**src/rtl/slave_if_reg.sv**
```systemverilog
// slave_if_reg: registered crossbar-to-slave bridge holding one transaction until ack or timeout
module slave_if_reg #(
  parameter int ADDR_W  = 32,
  parameter int DATA_W  = 32,
  parameter int TMO_W   = 8,
  parameter int TIMEOUT = 200
) (
  input  logic              clk,
  input  logic              rst,
  input  logic              req_from_crossbar,
  input  logic [ADDR_W-1:0] addr_from_crossbar,
  input  logic [DATA_W-1:0] wdata_from_crossbar,
  input  logic              cmd_from_crossbar,
  input  logic              connect_approved_from_crossbar,
  output logic              ack_to_crossbar,
  output logic [DATA_W-1:0] rdata_to_crossbar,
  output logic              err_to_crossbar,
  output logic              busy_to_crossbar,
  output logic              req_to_slave,
  output logic [ADDR_W-1:0] addr_to_slave,
  output logic [DATA_W-1:0] wdata_to_slave,
  output logic              cmd_to_slave,
  input  logic              ack_from_slave,
  input  logic [DATA_W-1:0] rdata_from_slave
);
  typedef enum logic [1:0] {IDLE, REQ, RESP} state_t;
  localparam logic [TMO_W-1:0] TMO_LAST = TMO_W'(TIMEOUT == 0 ? 0 : TIMEOUT - 1);
  localparam logic [TMO_W-1:0] CNT_MAX = '1;
  state_t state_q, state_d;
  logic [TMO_W-1:0] cnt_q, cnt_d;
  logic [ADDR_W-1:0] addr_q, addr_d;
  logic [DATA_W-1:0] wdata_q, wdata_d, rdata_q, rdata_d;
  logic cmd_q, cmd_d, err_q, err_d;
  logic accept, tmo;
  assign accept = req_from_crossbar && connect_approved_from_crossbar;
  assign tmo = (TIMEOUT != 0) && (cnt_q == TMO_LAST);
  // next-state: capture in IDLE, wait for ack or timeout in REQ, single response cycle in RESP
  always_comb begin
    state_d = state_q;
    cnt_d   = cnt_q;
    addr_d  = addr_q;
    wdata_d = wdata_q;
    cmd_d   = cmd_q;
    rdata_d = rdata_q;
    err_d   = err_q;
    case (state_q)
      IDLE: if (accept) begin
        state_d = REQ;
        cnt_d   = '0;
        addr_d  = addr_from_crossbar;
        cmd_d   = cmd_from_crossbar;
        wdata_d = cmd_from_crossbar ? wdata_from_crossbar : '0;
      end
      REQ: if (ack_from_slave) begin
        state_d = RESP;
        rdata_d = cmd_q ? '0 : rdata_from_slave;
        err_d   = 1'b0;
      end else if (tmo) begin
        state_d = RESP;
        rdata_d = '0;
        err_d   = 1'b1;
      end else begin
        cnt_d = (cnt_q == CNT_MAX) ? cnt_q : cnt_q + 1'b1;
      end
      default: state_d = IDLE;
    endcase
  end
  // state and holding registers
  always_ff @(posedge clk or posedge rst) begin
    if (rst) begin
      state_q <= IDLE;
      cnt_q   <= '0;
      addr_q  <= '0;
      wdata_q <= '0;
      cmd_q   <= 1'b0;
      rdata_q <= '0;
      err_q   <= 1'b0;
    end else begin
      state_q <= state_d;
      cnt_q   <= cnt_d;
      addr_q  <= addr_d;
      wdata_q <= wdata_d;
      cmd_q   <= cmd_d;
      rdata_q <= rdata_d;
      err_q   <= err_d;
    end
  end
  assign req_to_slave      = state_q == REQ;
  assign addr_to_slave     = req_to_slave ? addr_q : '0;
  assign wdata_to_slave    = req_to_slave ? wdata_q : '0;
  assign cmd_to_slave      = req_to_slave && cmd_q;
  assign ack_to_crossbar   = state_q == RESP;
  assign rdata_to_crossbar = ack_to_crossbar ? rdata_q : '0;
  assign err_to_crossbar   = ack_to_crossbar && err_q;
  assign busy_to_crossbar  = state_q != IDLE;
endmodule

```
**config.mk**
```make
export PLATFORM = sky130hd
export DESIGN_NAME = slave_if_reg
export DESIGN_NICKNAME = d
export VERILOG_FILES = /design/src/rtl/slave_if_reg.sv
export SDC_FILE = /design/constraint.sdc
export NUM_CORES = 1
export LEC_CHECK = 0
export ABC_AREA = 1
export BUFFER_PORTS_ARGS = -buffer_cell sky130_fd_sc_hd__clkbuf_2
export CORE_MARGIN = 1.5
export CORE_UTILIZATION = 44
export DETAILED_ROUTE_END_ITERATION = 16
export MAX_ROUTING_LAYER = met4
export PLACE_DENSITY = 0.76
export SETUP_SLACK_MARGIN = 0.2
export SKIP_CTS_REPAIR_TIMING = 1
export SYNTH_ARGS = -nofsm -noshare
export SYNTH_HDL_FRONTEND = slang
export SYNTH_SLANG_ARGS = --single-unit
```
**constraint.sdc**
```tcl
create_clock -name clk -period 3.8 [get_ports clk]
set_clock_uncertainty 0.2 [all_clocks]
set_input_delay 0.76 -clock clk [delete_from_list [all_inputs] [get_ports clk]]
set_output_delay 0.76 -clock clk [all_outputs]
set_load 0.005 [all_outputs]
```
==> reports/results.ini <==
[routing]
drt-total-wl_um = 11800
drt-pass1-iter-count = 4
via_count = 4495
first_iter_violations = 300
drc = 0
antenna_left = 0
vias_per_cell = 4.67
wire_per_inst_um = 12.3

[setup_path]
slowest_delay_ns = 0.73
crit_fanout = 33
arrival_ns = 1.88
critPathKind = flop to output pin
cp_slowest_cell = inv_1
path_cells = inv_2 > nor2_1 > inv_1 > nor2_1 > clkbuf_2
start_kind = flop
worstPathRequired_ns = 2.84
cp.depth = 5
crit_buf_inv = 3
critPathTopFamily = buffers and inverters
endpoint_kind = output pin
ff2ff_path_depth = 9
crit_top_cell = nor2_1

[clock_network]
cts.path.max_buffers = 2
numCtsBuffers = 9
htreeDepth = 3
root_buffer = clkbuf_16
cts_tree = done
clock_latency_ns = 0.33
path_clk_slew_ns = 0.07
cts_num_sinks = 108

[floorplanning]
die_y_um = 111
core_um2 = 11400
die_area_um2 = 12400
io_pins = 203
die_x_um = 111
num_rows = 39
start_util = 0.451

[finish]
seq_area_um2 = 2700
syn_to_final_growth_pct = 26.5
layoutNonFillerInstCount = 963
multiInputGateArea_um2 = 1800
drive_gt1_frac = 0.329
layout.nets = 919
n_antenna_cell = 0
fillers = 1076

[global_route]
grt_max_degree = 73
antenna_found_initial = 0
grt_pass1_vias = 4207
track_usage = 0.205
grt_pass1_wl_um = 20100
gr-total-overflow = 0

[sta]
min_period_over_period = 0.746
finalMaxSlewViolations = 0
setup_violations = 0
layout_min_cycle_time_ns = 2.84
worstMarginPinSlew_ns = 1.00
fmax_mhz = 353
rsz0062_at_grt = no
maxSlewHeadroom = 0.329
hold_viol_final = 0
tns_ns = 0

[power]
power_density_nw_per_um2 = 490
max-vdd-ir-drop_uv = 219
leakage_nw = 3.44

[yosys]
synth_cells = 632
ys_ff_latch = 108
synth_area_um2 = 5150
avgSynthCellArea_um2 = 8.16
synth.yosys.seq_area_share = 0.524
yosysWarnings = 0
synth_nets = 736
yosysUniqueCellTypes = 26

[outcome]
status = finished, final reports clean

[placement]
hpwl_um = 8390
dpl.cell_count = 947
port_buffers = 202
finalWeightedCongestion = 0.832

[job]
max-cap-violations = 0

[min_path]
holdCritPathClass = flop to flop
whs_path_depth = 2

-- logic make-up (layout without fill, tap and decap cells) --
| group | Yosys count | count (layout) | share of synthesized area |
|---|---|---|---|
| compound gates | 105 | 105 | 0.125 |
| fa+ha+maj | 2 | 2 | 0.00485 |
| buf+inv | 153 | 341 | 0.127 |
| flops | 108 | 108 | 0.524 |
| simple gates | 264 | 264 | 0.219 |
-- layout make-up --
type,instances,share of cell area
Clock buffer,12,0.0409
Sequential cell,108,0.414
Clock inverter,4,0.00345
Multi-Input combinational cell,371,0.275
Timing Repair Buffer,209,0.171
Inverter,116,0.0677
Tap cell,143,0.0274
-- worst register-to-register path, stage by stage (launching register included) --
cell	delay, ns
dfrtp_1	0.40
inv_2	0.08
nand2_4	0.39
nor2_4	0.20
buf_4	0.35
inv_2	0.12
nand2_4	0.43
nor2_2	0.12
nand3_1	0.10
nand2_1	0.06
-- flip-flops by register name (all words and copies together) (netlist names) --
register  flops
cmd_q         1
rdata_q      32
addr_q       32
cnt_q         8
err_q         1
state_q       2
wdata_q      32
-- power by group --
group	switching, mW	total, mW	internal [mW]
registers	0.0787	1.50	1.43
clock network	0.400	0.896	0.495
logic	0.494	0.798	0.304
total	0.973	3.20	2.23
-- synth_stat cells --
cell / number / share of area
nand3_1: 68 / 0.066
nor2_2: 3 / 0.0036
nand2_1: 76 / 0.055
buf_4: 8 / 0.012
clkbuf_1: 8 / 0.0058
nand4_2: 1 / 0.0024
nand3_2: 1 / 0.0019
inv_1: 110 / 0.080
clkbuf_2: 1 / 0.00097
clkinv_1: 1 / 0.00073
o21ai_0: 69 / 0.067
dfrtp_1: 108 / 0.52
a21oi_1: 4 / 0.0039
inv_2: 4 / 0.0029
o21bai_1: 1 / 0.0015
a31o_2: 1 / 0.0017
buf_2: 11 / 0.011
o21a_1: 1 / 0.0015
o21ai_2: 29 / 0.049
nor2_4: 2 / 0.0044
ha_1: 2 / 0.0049
buf_1: 6 / 0.0044
buf_8: 3 / 0.0087
nand2_4: 2 / 0.0044
inv_4: 1 / 0.0012
nor2_1: 111 / 0.081
-- placed cells by master, fill, tap and decap left out, types with 2 or more instances in the layout --
| cell type | count |
|---|---|
| clkinvlp_4 | 2 |
| buf_4 | 3 |
| nand2_1 | 76 |
| nand3_1 | 68 |
| inv_1 | 109 |
| nand2_4 | 2 |
| inv_2 | 4 |
| nor2_1 | 111 |
| clkbuf_8 | 3 |
| clkinv_2 | 3 |
| a21oi_1 | 4 |
| ha_1 | 2 |
| dfrtp_1 | 108 |
| o21ai_2 | 29 |
| nor2_4 | 2 |
| clkbuf_16 | 9 |
| nor2_2 | 3 |
| o21ai_0 | 69 |
| clkbuf_2 | 202 |
| buf_12 | 4 |
-- layer usage --
metal,vias to the layer above,GRT usage,part of all wire
li1,2299,-,-
met4,0,0.0633,0.013
met2,176,0.316,0.45
met3,13,0.0377,0.068
met1,2007,0.278,0.47
met5,-,-,0
-- final timing paths --
| kind | startpoint | endpoint | slack [ns] |
|---|---|---|---|
| setup / recovery | state_q[1] | rdata_to_crossbar[5] | 0.96 |
| hold / removal | rdata_q[18] | rdata_q[18] | 0.32 |
| setup reg to reg | state_q[1] | cnt_q[7] | 1.25 |
| hold reg to reg | rdata_q[18] | rdata_q[18] | 0.32 |
| max in group asynchronous | rst | wdata_q[8] | 2.37 |
| min in group asynchronous | rst | rdata_q[31] | 0.38 |
-- stage by stage --
stage | cell area [um^2] | power (mW) | hold slack [ns] | setup slack [ns] | util
3_3_place_gp | 6230 | 2.31 | 0.302 | 1.25 | 0.546
2_1_floorplan | 5160 | 2.07 | 0.286 | 1.54 | -
4_1_cts | 6520 | 3.24 | 0.323 | 0.918 | 0.571
3_5_place_dp | 6230 | 2.33 | 0.307 | 1.20 | 0.546
5_1_grt | 6520 | 3.42 | 0.344 | 0.809 | 0.571
6_report | 6520 | 3.20 | 0.320 | 0.964 | 0.571
Power figures use the tool's default switching activity.
